<file path="src/rtl/dac_lvds_rx.sv">
// DDR LVDS receiver for a two-channel DAC link: recovers channel pairs from
// IDDR rise/fall captures using the DCI framing bit, with lock tracking.
module dac_lvds_rx #(
    parameter int LOCK_CNT   = 16,
    parameter int UNLOCK_CNT = 4
) (
    input  logic               clkD,
    input  logic               rst_in,
    input  logic [15:0]        d_rise,
    input  logic [15:0]        d_fall,
    input  logic               dci_rise,
    input  logic               dci_fall,
    input  logic               clr_in,
    output logic signed [15:0] DAC0_out,
    output logic signed [15:0] DAC1_out,
    output logic               valid_out,
    output logic               locked_out,
    output logic               swap_out,
    output logic [15:0]        err_cnt_out
);

    typedef enum logic [1:0] {
        ST_SEARCH = 2'd0,
        ST_VERIFY = 2'd1,
        ST_LOCKED = 2'd2
    } state_t;

    localparam logic [1:0] CL_BAD     = 2'd0;
    localparam logic [1:0] CL_NORMAL  = 2'd1;
    localparam logic [1:0] CL_SWAPPED = 2'd2;
    localparam logic [7:0] LOCK_C     = 8'(LOCK_CNT);
    localparam logic [7:0] UNLOCK_C   = 8'(UNLOCK_CNT);

    function automatic logic [1:0] classify(input logic dr, input logic df);
        logic [1:0] cl;
        case ({dr, df})
            2'b10:   cl = CL_NORMAL;
            2'b01:   cl = CL_SWAPPED;
            default: cl = CL_BAD;
        endcase
        return cl;
    endfunction

    state_t      state_r;
    logic [7:0]  run_r;
    logic        swap_r;
    logic [15:0] r1_d_rise_r, r1_d_fall_r, r2_d_fall_r;
    logic        r1_dci_rise_r, r1_dci_fall_r, r2_dci_rise_r, r2_dci_fall_r;
    logic [1:0]  class_s, r2_class_s;
    logic        match_s, err_event_s;
    logic [7:0]  run_inc_s;

    // Input capture pipeline; r2 only keeps what swapped alignment needs.
    always_ff @(posedge clkD or posedge rst_in) begin
        if (rst_in) begin
            r1_d_rise_r   <= 16'd0;
            r1_d_fall_r   <= 16'd0;
            r1_dci_rise_r <= 1'b0;
            r1_dci_fall_r <= 1'b0;
            r2_d_fall_r   <= 16'd0;
            r2_dci_rise_r <= 1'b0;
            r2_dci_fall_r <= 1'b0;
        end else begin
            r1_d_rise_r   <= d_rise;
            r1_d_fall_r   <= d_fall;
            r1_dci_rise_r <= dci_rise;
            r1_dci_fall_r <= dci_fall;
            r2_d_fall_r   <= r1_d_fall_r;
            r2_dci_rise_r <= r1_dci_rise_r;
            r2_dci_fall_r <= r1_dci_fall_r;
        end
    end

    // Frame classification and match against the candidate alignment.
    always_comb begin
        class_s     = classify(r1_dci_rise_r, r1_dci_fall_r);
        r2_class_s  = classify(r2_dci_rise_r, r2_dci_fall_r);
        match_s     = (class_s == (swap_r ? CL_SWAPPED : CL_NORMAL));
        run_inc_s   = run_r + 8'd1;
        err_event_s = (state_r == ST_LOCKED) && !match_s;
    end

    // Lock FSM: locked_out and swap_out are registered alongside the state.
    always_ff @(posedge clkD or posedge rst_in) begin
        if (rst_in) begin
            state_r    <= ST_SEARCH;
            run_r      <= 8'd0;
            swap_r     <= 1'b0;
            locked_out <= 1'b0;
        end else begin
            case (state_r)
                ST_SEARCH: begin
                    if (class_s != CL_BAD) begin
                        swap_r  <= (class_s == CL_SWAPPED);
                        run_r   <= 8'd1;
                        state_r <= ST_VERIFY;
                    end else begin
                        run_r   <= 8'd0;
                    end
                end
                ST_VERIFY: begin
                    if (match_s && (run_inc_s == LOCK_C)) begin
                        run_r      <= 8'd0;
                        state_r    <= ST_LOCKED;
                        locked_out <= 1'b1;
                    end else if (match_s) begin
                        run_r   <= run_inc_s;
                    end else begin
                        run_r   <= 8'd0;
                        state_r <= ST_SEARCH;
                    end
                end
                ST_LOCKED: begin
                    if (match_s) begin
                        run_r <= 8'd0;
                    end else if (run_inc_s == UNLOCK_C) begin
                        run_r      <= 8'd0;
                        state_r    <= ST_SEARCH;
                        locked_out <= 1'b0;
                    end else begin
                        run_r <= run_inc_s;
                    end
                end
                default: begin
                    run_r      <= 8'd0;
                    state_r    <= ST_SEARCH;
                    locked_out <= 1'b0;
                end
            endcase
        end
    end

    assign swap_out = swap_r;

    // Saturating error counter; clear wins over a simultaneous error.
    always_ff @(posedge clkD or posedge rst_in) begin
        if (rst_in) begin
            err_cnt_out <= 16'd0;
        end else if (clr_in) begin
            err_cnt_out <= 16'd0;
        end else if (err_event_s && (err_cnt_out != 16'hFFFF)) begin
            err_cnt_out <= err_cnt_out + 16'd1;
        end else begin
            err_cnt_out <= err_cnt_out;
        end
    end

    // Output pair: swapped frames span r2 (fall) and r1 (rise).
    always_ff @(posedge clkD or posedge rst_in) begin
        if (rst_in) begin
            DAC0_out  <= 16'sd0;
            DAC1_out  <= 16'sd0;
            valid_out <= 1'b0;
        end else begin
            if (swap_r) begin
                DAC0_out <= $signed(r2_d_fall_r);
                DAC1_out <= $signed(r1_d_rise_r);
            end else begin
                DAC0_out <= $signed(r1_d_rise_r);
                DAC1_out <= $signed(r1_d_fall_r);
            end
            valid_out <= (state_r == ST_LOCKED) && match_s &&
                         (!swap_r || (r2_class_s == CL_SWAPPED));
        end
    end

endmodule

</file>
<file path="config.mk">
export PLATFORM = sky130hd
export DESIGN_NAME = dac_lvds_rx
export DESIGN_NICKNAME = d
export VERILOG_FILES = /design/src/rtl/dac_lvds_rx.sv
export SDC_FILE = /design/constraint.sdc
export NUM_CORES = 1
export LEC_CHECK = 0
export CAP_MARGIN = 20
export CORE_MARGIN = 5
export CORE_UTILIZATION = 50
export DETAILED_ROUTE_END_ITERATION = 8
export PLACE_DENSITY = 0.76
export REMOVE_ABC_BUFFERS = 1
export SLEW_MARGIN = 20
export SYNTH_ARGS = -nofsm -noshare
export SYNTH_HDL_FRONTEND = slang
export SYNTH_SLANG_ARGS = --single-unit
</file>
<file path="constraint.sdc">
create_clock -name clkD -period 5.45 [get_ports clkD]
set_input_delay 1.3625 -clock clkD [delete_from_list [all_inputs] [get_ports clkD]]
set_output_delay 1.3625 -clock clkD [all_outputs]
set_load 0.02 [all_outputs]
</file>
Yosys cells after proc, flatten, opt, wreduce, memory -nomap -nowiden
Index checks and enable logic that the tools add are counted.
{ "word_totals": {"regBits": 113, "in_bits": 37, "output_inout_bits": 51} }
{ "op_classes": {"addsub": 2, "n_eq_ne": 17, "n_mux": 23, "bitwise_logic": 1, "reduce_logical": 14} }
{ "op_table": {"columns": ["cell", "count"], "rows": [
  ["two-way mux 16 bit", 4],
  ["two-way mux 8 bit", 4],
  ["case mux 8 bit (3 select lines)", 1],
  ["adder 16 x 1 -> 16 bit, second input constant", 1],
  ["!= test 16 bit, second input constant", 1],
  ["two-way mux 2 bit", 6],
  ["equality test 2 bit, second input constant", 5],
  ["adder 8 x 1 -> 8 bit, second input constant", 1],
  ["equality test 8 x 3 -> 1 bit, second input constant", 1],
  ["equality test 8 x 5 -> 1 bit, second input constant", 1],
  ["!= test 2 bit, second input constant", 4],
  ["case mux 2 bit (2 select lines)", 2],
  ["AND reduction 4 bit", 2],
  ["equality test 2 x 1 -> 1 bit, second input constant", 3],
  ["case mux 2 bit (3 select lines)", 1],
  ["logical AND 1 bit", 5],
  ["two-way mux 1 bit", 4],
  ["nonzero test 2 bit", 2],
  ["!= test 3 bit, second input constant", 1],
  ["case mux 1 bit (3 select lines)", 1],
  ["equality test 2 bit", 1],
  ["zero test 1 bit", 2],
  ["zero test 2 bit", 1],
  ["AND reduction 2 bit", 1],
  ["2 further kinds", 2]
]} }

Longest topological paths before layout
{ "depth": {"depth_word": 8, "ltp_mapped": 8, "mapped_depth_nobuf": 7} }

Worst setup path before layout
No wires, ideal clock.
{ "synth_timing": {"kind": "register to output", "startpoint": "reg err_cnt_out[14]", "endpoint": "out err_cnt_out[14]", "arrival_time_ns": 0.489, "required_ns": 4.088, "slack_ns": 3.599, "stages_incl_launch_ff": 1, "path_buffers": 0, "cell_sequence": "dfrtp_1"} }
{ "synth_lines": {"columns": ["element", "line", "source"], "rows": [
  ["from (decl)", "19", "output logic [15:0] err_cnt_out"],
  ["from (signal assigned)", "142", "err_cnt_out <= err_cnt_out + 16'd1;"],
  ["from (signal assigned)", "144", "err_cnt_out <= err_cnt_out;"]
]} }
No word-level cell between the ends.

Final worst setup path
{ "layout_timing": {"startpoint": "reg err_cnt_out[3]", "endpoint": "out err_cnt_out[3]"} }
No word-level cell between the ends.

==> results.py <==
metrics = {
    "outcome": {
        "outcome": "finished clean",
    },
    "clock_tree": {
        "buffer_type_at_the_clock_tree_root": "sky130_fd_sc_hd__clkbuf_8",
        "clk_pin_slew_ns": 0.06,
        "clk_latency_ns": 0.51,
        "hold_buffers": 0,
        "cts_inserted_buffers": 17,
        "cts_num_sinks": 113,
        "post_cts_buffers": 0,
        "cts-htree-levels": 4,
        "post_cts_resized": 0,
        "cts-root-to-sink-buffers": 2,
        "tritoncts_clock_tree": "done",
    },
    "floorplanning": {
        "die_height_um": 101,
        "die_area_sq_um": 10300,
        "ios": 88,
        "fp.dieW_um": 101,
        "core_sq_um": 8180,
        "floorplan.rows": 33,
        "effective_utilization_at_floorplan_pct": 51.0,
    },
    "power_and_ir_drop": {
        "total_leakage_power_nw": 2.48,
        "power.density_nw_per_um2": 418,
        "ir_drop_worst_case_vdd_mv": 0.312,
        "report.power.total_mw": 2.43,
    },
    "finish": {
        "antennaDiodeCount": 0,
        "layout-drive-gt1-share_pct": 20.2,
        "fillers": 542,
        "design.final.nets": 430,
        "areaGrowthSynthToFinish_pct": 39.1,
    },
    "timing": {
        "final_critical_path_setup_slack_ns": 2.49,
        "layout_worst_path_cycle_share_pct": 54.3,
        "final-setup-viol-count": 0,
        "fmax_mhz": 338,
        "period_minus_slack_ns": 2.96,
        "skew_ns": 0.00800,
        "rsz0062_at_grt": "no",
        "final_hold_viol_count": 0,
        "number_of_pins_exceeding_their_max_slew_limit_in_the_final_report": 0,
        "worst_pin_slew_ns": 0.789,
        "setup_total_negative_slack_ns": 0,
        "slew_headroom_pct": 47.4,
    },
    "critical_path": {
        "critPathSlowestCell": "sky130_fd_sc_hd__clkdlybuf4s50_1",
        "path_buf_inv": 1,
        "cp_cell_sequence": "clkdlybuf4s50_1",
        "critPathLaunchType": "flip-flop",
        "timing.critical_path.to_type": "output port",
        "worstPathRequired_ns": 4.09,
        "max_stage_delay_ns": 0.65,
        "path_class": "flip-flop to output port",
        "path_max_fanout": 6,
        "arrival_time_at_the_worst_endpoint_ns": 1.59,
        "worst_path_dominant_cell_family": "buffers and inverters",
    },
    "route": {
        "remaining_drc_errors": 0,
        "first_iter_violations": 112,
        "firstDrtPassIters": 4,
        "route.detailed.wl_per_inst_um": 15.7,
        "maxUsedRoutingLayer": "met4",
        "antenna_left": 0,
        "num_vias": 2600,
        "routed_via_density": 5.14,
        "wl_um": 7940,
        "detailroute.wirelength.met3_um": 692,
        "detailroute.wirelength.met2_um": 3820,
        "wl_met1_um": 3330,
    },
    "placement": {
        "numPortBuffers": 87,
        "place_worst_setup_slack_ns": 2.47,
        "gp_congestion": 0.818,
        "post-dp-hpwl_um": 5070,
    },
    "synth": {
        "part_of_the_yosys_area_used_for_sequential_elements_pct": 67.8,
        "synth-main-ff-cell": "sky130_fd_sc_hd__dfrtp_1",
        "largest_family_of_logic_cells_by_synthesized_area": "simple AND/OR/NAND/NOR gates",
        "yosysTopAreaCell": "sky130_fd_sc_hd__dfrtp_1",
        "synth_xor_area_share_pct": 4.62,
        "syn_area_sq_um": 4170,
        "synth.mux.area_fraction_pct": 9.16,
        "synthesis.yosys.warnings": 0,
        "synth_area_leaders": "sky130_fd_sc_hd__dfrtp_1 68%, sky130_fd_sc_hd__mux2_2 8.9%, sky130_fd_sc_hd__xor2_1 3.4%",
        "area_share_of_fa_ha_maj_cells_after_synthesis_pct": 1.50,
        "synthArstFlopShare_pct": 100,
        "syn_area_per_cell_sq_um": 14.5,
        "synth_edf_count": 0,
        "synth_cell_types": 48,
        "compound_cell_area_share_of_the_yosys_netlist_pct": 4.59,
        "synth_area_in_simple_gates_pct": 11.0,
        "ys_seq_elements": 113,
        "yosysTopAreaCellShare_pct": 67.8,
        "syn_inst": 287,
    },
    "worst_hold_path": {
        "worst_hold_check_path_type": "flip-flop to flip-flop",
    },
    "global_routing": {
        "vias_in_the_first_global_route": 2794,
        "grt_overflow_total": 0,
        "grt_antenna_before_repair": 0,
        "grt_util_all_layers_pct": 17.7,
        "grt_max_degree": 95,
        "grt_first_pass_wirelength_um": 13700,
    },
    "run": {
        "maxCapViolCount": 0,
    },
}
stage by stage:
step                      util [%]  instance area [sq um]  std cells  hold slack [ns]
after detailed placement      63.0                   5150        474            0.357
after global routing          70.9                   5800        506            0.370
after CTS                     70.9                   5800        506            0.367
after floorplan                  -                   4130        280            0.350
after global placement        63.0                   5150        474            0.353
final                         70.9                   5800        506            0.369
synthesized netlist by cell type (3+ instances only):
cell type,number
sky130_fd_sc_hd__dfrtp_1,113
sky130_fd_sc_hd__mux2_2,33
sky130_fd_sc_hd__nor2_1,24
sky130_fd_sc_hd__xor2_1,16
sky130_fd_sc_hd__nand3_1,7
sky130_fd_sc_hd__nand2_1,6
sky130_fd_sc_hd__xnor2_1,6
sky130_fd_sc_hd__ha_1,5
sky130_fd_sc_hd__inv_1,5
sky130_fd_sc_hd__nand4_1,5
sky130_fd_sc_hd__clkbuf_1,4
sky130_fd_sc_hd__a21oi_1,3
sky130_fd_sc_hd__a31oi_1,3
sky130_fd_sc_hd__and2_1,3
sky130_fd_sc_hd__and3_1,3
sky130_fd_sc_hd__and4_1,3
sky130_fd_sc_hd__nor3_1,3
sky130_fd_sc_hd__nor3_2,3
sky130_fd_sc_hd__o2111ai_1,3
sky130_fd_sc_hd__o21ai_0,3
cell usage in the layout, fill, tap and decap left out, types with 2 or more instances in the layout:
master,synthesis,routed
sky130_fd_sc_hd__clkbuf_16,0,16
sky130_fd_sc_hd__xor2_1,16,16
sky130_fd_sc_hd__nor2_1,24,24
sky130_fd_sc_hd__and3_1,3,3
sky130_fd_sc_hd__or3_1,2,2
sky130_fd_sc_hd__and3_4,2,2
sky130_fd_sc_hd__a21oi_1,3,3
sky130_fd_sc_hd__o22ai_1,2,2
sky130_fd_sc_hd__nand3_1,7,7
sky130_fd_sc_hd__nor2b_1,2,2
sky130_fd_sc_hd__inv_1,5,4
sky130_fd_sc_hd__mux2_2,33,33
sky130_fd_sc_hd__dfrtp_1,113,113
sky130_fd_sc_hd__nand2b_1,2,2
sky130_fd_sc_hd__nor3_2,3,3
sky130_fd_sc_hd__o211ai_1,2,2
sky130_fd_sc_hd__and2_1,3,3
sky130_fd_sc_hd__nor4_1,2,2
sky130_fd_sc_hd__a31oi_1,3,3
sky130_fd_sc_hd__and4_1,3,3
sky130_fd_sc_hd__clkinv_4,0,4
sky130_fd_sc_hd__inv_6,0,4
sky130_fd_sc_hd__nand4_1,5,5
sky130_fd_sc_hd__o2111ai_1,3,3
sky130_fd_sc_hd__o21ai_0,3,3
sky130_fd_sc_hd__xnor2_1,6,6
sky130_fd_sc_hd__clkdlybuf4s50_1,0,87
sky130_fd_sc_hd__clkinvlp_4,0,2
sky130_fd_sc_hd__nor3_1,3,3
sky130_fd_sc_hd__bufinv_16,0,5
sky130_fd_sc_hd__buf_4,0,2
sky130_fd_sc_hd__nand2_1,6,6
sky130_fd_sc_hd__ha_1,5,5
path summary, 6_finish.rpt:
path / start / to / slack (ns) / cells after the start
setup / recovery: err_cnt_out[3] / err_cnt_out[3] / 2.49 / 1
hold / removal: r1_d_fall_r[10] / r2_d_fall_r[10] / 0.37 / 0
setup reg to reg: swap_out / err_cnt_out[8] / 3.06 / 6
hold reg to reg: r1_d_fall_r[10] / r2_d_fall_r[10] / 0.37 / 0
max in group asynchronous: rst_in / r2_d_fall_r[6] / 3.27 / 3
min in group asynchronous: rst_in / DAC1_out[15] / 1.39 / 2
where the power goes:
part / switching, mW / total (mW) / internal [mW] / leakage, nW
registers: 0.0304 / 0.936 / 0.906 / 1.38
clock network: 0.398 / 1.19 / 0.794 / 0.309
logic: 0.143 / 0.298 / 0.155 / 0.794
metal layers:
layer / up-vias / global-route usage [%]
li1: 1224 / -
met5: - / 0
met4: 0 / 5.83
met2: 83 / 26.7
met1: 1282 / 21.9
met3: 11 / 9.50
state kept, by name, indices dropped and copies added (netlist names):
name and flops:
DAC0_out 16, DAC1_out 16, err_cnt_out 16, r1_d_fall_r 16, r1_d_rise_r 16, r2_d_fall_r 16
run_r 8, state_r 2, locked_out 1, r1_dci_fall_r 1, r1_dci_rise_r 1, r2_dci_fall_r 1
r2_dci_rise_r 1, swap_out 1, valid_out 1
logic make-up after synthesis:
logic type                 count (synthesis)
adders and majority gates                  5
xor gates and xnor gates                  22
AOI/OAI and AO/OA                         26
DFF                                      113
muxes                                     34
buffers and inverters                     12
and+or+nand+nor                           75
cell type report:
class	count	area [sq um]	share of cell area, %
clock inverter	15	231	3.99
timing repair buffer	89	886	15.3
tap	105	131	2.27
sequential	113	2830	48.8
clock buffer	17	414	7.14
multi-input combinational	162	1280	22.2
inverter	5	23.8	0.410
No activity file was read; power rests on OpenSTA's default activity.
==> RTL change 1: new RTL, same settings <==
Put one more register stage on the output `DAC0_out`. The value now appears one clock later. The other outputs are not delayed to match.
--- a/src/rtl/dac_lvds_rx.sv
+++ b/src/rtl/dac_lvds_rx.sv
@@ -31,4 +31,6 @@
     localparam logic [7:0] LOCK_C     = 8'(LOCK_CNT);
     localparam logic [7:0] UNLOCK_C   = 8'(UNLOCK_CNT);
+
+    logic signed [15:0] DAC0_s0;
 
     function automatic logic [1:0] classify(input logic dr, input logic df);
@@ -149,13 +151,13 @@
     always_ff @(posedge clkD or posedge rst_in) begin
         if (rst_in) begin
-            DAC0_out  <= 16'sd0;
+            DAC0_s0   <= 16'sd0;
             DAC1_out  <= 16'sd0;
             valid_out <= 1'b0;
         end else begin
             if (swap_r) begin
-                DAC0_out <= $signed(r2_d_fall_r);
+                DAC0_s0 <= $signed(r2_d_fall_r);
                 DAC1_out <= $signed(r1_d_rise_r);
             end else begin
-                DAC0_out <= $signed(r1_d_rise_r);
+                DAC0_s0 <= $signed(r1_d_rise_r);
                 DAC1_out <= $signed(r1_d_fall_r);
             end
@@ -165,4 +167,8 @@
     end
 
+    always_ff @(posedge clkD) begin
+        DAC0_out <= DAC0_s0;
+    end
+
 endmodule
 
Function: changed (Yosys sat finds a counterexample within 4 cycles, from zero or initial values and one cycle with rst_in high).
==> RTL change 1 against the original RTL <==
  * Clock skew is essentially flat
  * Routed wire length grew 4.1%
  * Critical path depth is the same
  * Power grew 0.38%
  * Non-clock buffer count is the same
  * Worst setup slack gained 19 ps
  * Worst hold slack lost 28 ps
  * Design area grew 4.2%
  * Clock power shrank 12%
  * Synthesized area grew 7.7%
  * Sequential cell count grew 16
  * Largest cell class unchanged
  * Highest routed layer unchanged
==> RTL change 1: results (changes against the original RTL) <==
{| class="wikitable"
! Metric !! Value
|-
| Status || finished, final reports clean
|-
| Slew at the pin closest to its max-slew limit || 769 ps (-19.7 ps)
|-
| Commonest cells post-synth || dfrtp_1 (113), mux2_2 (33), nor2_1 (24)
|-
| Final Skew || 7.68 ps (-0.318 ps)
|-
| Overall Global Routing Usage || 16.0% (-1.6 points)
|-
| Pin count of the biggest net entering global routing || 91 (-4.2%)
|-
| Via count of the first global-routing pass || 2890 (+3.4%)
|-
| Class of the tightest hold or removal check || flip-flop to flip-flop
|-
| Filler instances || 575 (+6.1%)
|-
| Distinct cell type count after synthesis || 49 (+2.1%)
|-
| Largest voltage drop on the vdd net || 0.000272 V (-13%)
|-
| Largest stage delay on the critical path || 640 ps
|-
| Endpoint of the lowest-slack register-to-register path || err_cnt_out[8]
|-
| HPWL reported at the end of detailed placement || 5350 microns (+5.4%)
|-
| Setup bufs post-CTS || 0 (unchanged)
|-
| Wire length of the first global-routing pass || 14100 microns (+3.0%)
|-
| Family with the most delay on the worst path || buffers and inverters
|-
| Pre-Repair DR Iteration Count || 4 (unchanged)
|-
| Routed via count divided by cell count || 5.12 (-0.43%)
|-
| Crit path arrival time || 1580 ps
|-
| Mux cell area share after synthesis || 8.50% (-0.65 points)
|-
| Nets || 446 (+3.7%)
|-
| Sequential share of the synthesized area || 70.1% (+2.3 points)
|-
| Compound-Gate Fraction of Synth Area || 4.27% (-0.33 points)
|-
| Antenna violations before repair || 0 (unchanged)
|-
| Main area contributors after synthesis || dfrtp_1 (63%), mux2_2 (8.3%), dfxtp_1 (7.1%)
|-
| Power dissipated by switching net loads || 617 uW (+8.0%)
|-
| Async S/R FF share, synth || 87.6% (-12 points)
|-
| Fraction of final layout cells sized beyond drive strength 1 || 19.7% (-0.54 points)
|-
| H-tree levels || 4 (unchanged)
|-
| Adder-cell share of the synthesized area || 1.39% (-0.11 points)
|-
| Root buf cell || clkbuf_8
|-
| Hold Path End || DAC0_out[5]
|-
| Detailed Route Iter0 Violations || 137 (+22%)
|-
| Cell with the largest stage delay on the worst path || clkdlybuf4s50_1
|-
| Pleak || 0.00257 uW (+3.7%)
|-
| Number of inserted diodes || 0 (unchanged)
|-
| Synth warn || 0 (unchanged)
|-
| Placer Congestion || 0.823 (+0.71%)
|-
| R2R Setup Slk || 3050 ps (about the same)
|-
| Worst hold stages || 0 (unchanged)
|-
| Post-synthesis share of cell area spent on xor and xnor gates || 4.29% (-0.33 points)
|-
| Insertion delay of the later-clocked pin in the worst-skew pair || around 500 ps
|-
| Final wirelength || 8270 microns (+4.1%)
|-
| Hold path start || DAC0_s0[5]
|-
| Count of cells resized by post-cts repair || 0 (unchanged)
|}
## RTL change 1: metrics by stage
stage	hold WS, ps	setup WS (ps)	std cells	area, sq um
floorplan	324	1100	296	4450
global placement	325	2490	493	5480
detailed placement	329	2460	493	5480
CTS	343	2480	525	6040
global route	347	2430	525	6040
finish	341	2510	525	6040
## RTL change 1: power by group through the flow
stage | registers [uW] | logic (uW) | clock network (uW)
floorplan | 1160 | 88.2 | 0
global placement | 1090 | 298 | 0
detailed placement | 1100 | 302 | 0
CTS | 1080 | 306 | 1070
global route | 1090 | 322 | 1120
finish | 1080 | 300 | 1050
## RTL change 1: cell type report
cell class | count | area, sq um | area share, %
clock inverter | 15 | 149 | 2.46
clock buffer | 17 | 414 | 6.85
inverter | 5 | 23.8 | 0.393
timing repair buffer | 89 | 886 | 14.7
sequential | 129 | 3150 | 52.1
multi-input combinational | 162 | 1280 | 21.3
tap | 108 | 135 | 2.24
## RTL change 1: layer usage
metal | up-vias | share of wire [%] | track usage (%) | wire, microns
li1 | 1262 | - | - | -
met1 | 1322 | 42 | 19.8 | 3500
met2 | 89 | 49 | 25.6 | 4060
met3 | 13 | 7.2 | 6.54 | 599
met4 | 0 | 1.3 | 5.57 | 105
met5 | - | 0 | 0 | 0
## RTL change 1: worst max-delay path by stage
stage | start | endpoint | cells past startpoint
2_1_floorplan | rst_in | DAC0_s0[0] | 1
3_3_place_gp | rst_in | r1_d_fall_r[10] | 3
3_5_place_dp | rst_in | r2_dci_rise_r | 3
4_1_cts | err_cnt_out[10] | err_cnt_out[10] | 1
5_1_grt | err_cnt_out[3] | err_cnt_out[3] | 1
6_report | err_cnt_out[3] | err_cnt_out[3] | 1
## RTL change 1: cells by family after synthesis
logic type | Yosys count
AOI/OAI and AO/OA | 26
xor gates and xnor gates | 22
adders and majority gates | 5
buffers and inverters | 12
DFF | 129
muxes | 34
and+or+nand+nor | 75
==> RTL change 2: new RTL, same settings <==
Without the edit above. `LOCK_CNT`: 16 -> 15.
--- a/src/rtl/dac_lvds_rx.sv
+++ b/src/rtl/dac_lvds_rx.sv
@@ -2,5 +2,5 @@
 // IDDR rise/fall captures using the DCI framing bit, with lock tracking.
 module dac_lvds_rx #(
-    parameter int LOCK_CNT   = 16,
+    parameter int LOCK_CNT   = 15,
     parameter int UNLOCK_CNT = 4
 ) (
Behaviour: no difference found for any inputs over 10 cycles, from zero or initial values and one cycle with rst_in high; that may be too few to reach the edited logic, so the function may still have changed.
==> RTL change 2 against the original RTL <==
  * Sequential power up 0.5%
  * Routed wire length up 2.6%
  * Power down 7.4%
  * Synthesized area down 1.7%
  * Worst setup slack better by 15 ps
  * Critical path type unchanged
  * Combinational power up 2%
  * Design area down 3.0%
  * Sequential cell count unchanged
==> RTL change 2: results (changes against the original RTL) <==
{| class="wikitable"
! Metric !! Value
|-
| Sequential share of the synthesized area || 69.0% (+1.2 points)
|-
| R2R Setup Slk || 3030 ps (-30 ps)
|-
| Synth warn || 0 (unchanged)
|-
| Main area contributors after synthesis || dfrtp_1 (69%), mux2_2 (9.1%), xor2_1 (2.6%)
|-
| Fraction of final layout cells sized beyond drive strength 1 || 20.1% (-0.098 points)
|-
| Wire length of the first global-routing pass || 13800 microns (+0.25%)
|-
| Insertion delay of the later-clocked pin in the worst-skew pair || 500 ps
|-
| Hold Path End || r2_d_fall_r[0]
|-
| Average detailed-routed wire length per instance || 16.4 microns (+4.2%)
|-
| Hold slack || 368 ps (-0.843 ps)
|-
| Clock Tree Buf Depth || 2 (unchanged)
|-
| Placed insts || 466 (-1.7%)
|-
| Clk slew on worst S/H paths || 60 ps (about the same)
|-
| Pin count of the biggest net entering global routing || 86 (-9.5%)
|-
| Status || finished, final reports clean
|-
| Filler instances || 569 (+5.0%)
|-
| Placer Congestion || 0.740 (-9.5%)
|-
| Largest voltage drop on the vdd net || 0.000242 V (-23%)
|-
| Hold path start || r1_d_fall_r[0]
|-
| Commonest cells post-synth || dfrtp_1 (113), mux2_2 (33), nor2_1 (21)
|-
| Endpoint of the lowest-slack register-to-register path || err_cnt_out[9]
|-
| Final wirelength || 8140 microns (+2.6%)
|-
| Worst setup slack after placement || 2460 ps (-10.8 ps)
|-
| Slew at the pin closest to its max-slew limit || 713 ps (-75.7 ps)
|-
| Final-report max-slew violation count || 0 (unchanged)
|-
| Count of mapped cells out of synthesis || 280 (-2.4%)
|-
| Routed via count divided by cell count || 5.17 (+0.63%)
|-
| Distinct cell type count after synthesis || 46 (-4.2%)
|-
| Final Skew || 8.07 ps (+0.0712 ps)
|-
| HPWL reported at the end of detailed placement || 5150 microns (+1.4%)
|-
| Via count of the first global-routing pass || 2791 (-0.11%)
|-
| Pleak || 0.00240 uW (-3.4%)
|-
| Nets || 423 (-1.6%)
|-
| Overall Global Routing Usage || 18.0% (+0.32 points)
|-
| Root buf cell || clkbuf_8
|-
| Detailed Route Iter0 Violations || 100 (-11%)
|-
| Number of cells on the worst reg-to-reg path || 6 (unchanged)
|}
RTL change 2: cell count changes after synthesis, sizes merged, moves of 3 or more:
cell	unedited run	this run
a31oi	4	0
nor2	24	21
nor3	6	2
o21ai	4	7
xor2	16	12
RTL change 2: cells by family (layout without fill, tap and decap cells):
| group | Yosys count | after routing | synth area share [%] |
|---|---|---|---|
| fa+ha+maj | 6 | 6 | 1.83 |
| flops | 113 | 113 | 69.0 |
| xor+xnor | 16 | 16 | 3.42 |
| compound gates | 30 | 30 | 5.25 |
| simple gates | 66 | 66 | 9.50 |
| mux | 34 | 34 | 9.32 |
| buf+inv | 15 | 128 | 1.65 |
RTL change 2: power breakdown:
| part | total [uW] | switching (uW) | internal [uW] |
|---|---|---|---|
| Combinational | 304 | 147 | 157 |
| Sequential | 941 | 34.6 | 906 |
| Clock | 1000 | 415 | 584 |
| Total | 2240 | 597 | 1650 |
RTL change 2: worst max path at each step:
stage                   start              to  slack, ps  cells past startpoint
2_1_floorplan          rst_in     DAC0_out[0]       1100                      1
3_3_place_gp           rst_in  r1_d_fall_r[4]       2480                      3
3_5_place_dp           rst_in  r1_d_fall_r[4]       2460                      3
4_1_cts        err_cnt_out[7]  err_cnt_out[7]       2490                      1
5_1_grt        err_cnt_out[7]  err_cnt_out[7]       2450                      1
6_report       err_cnt_out[7]  err_cnt_out[7]       2510                      1
RTL change 2: layout make-up:
cell class,instances,share of cell area [%]
sequential,113,50.2
multi-input combinational,152,21.3
timing repair buffer,89,15.7
clock buffer,18,7.60
tap,105,2.33
clock inverter,14,2.18
inverter,7,0.556
RTL change 2: metal layers:
layer	GRT usage (%)	up-vias	part of all wire [%]
met5	0	-	0
met4	6.94	0	1.0
met3	6.71	12	6.6
met2	26.6	87	48
met1	24.4	1304	44
li1	-	1172	-
RTL change 2: metrics by stage:
stage / instance area [sq um] / utilization, %
2_1_floorplan: 4060 / -
3_3_place_gp: 5070 / 62.7
3_5_place_dp: 5070 / 62.7
4_1_cts: 5630 / 69.5
5_1_grt: 5630 / 69.5
6_report: 5630 / 69.5
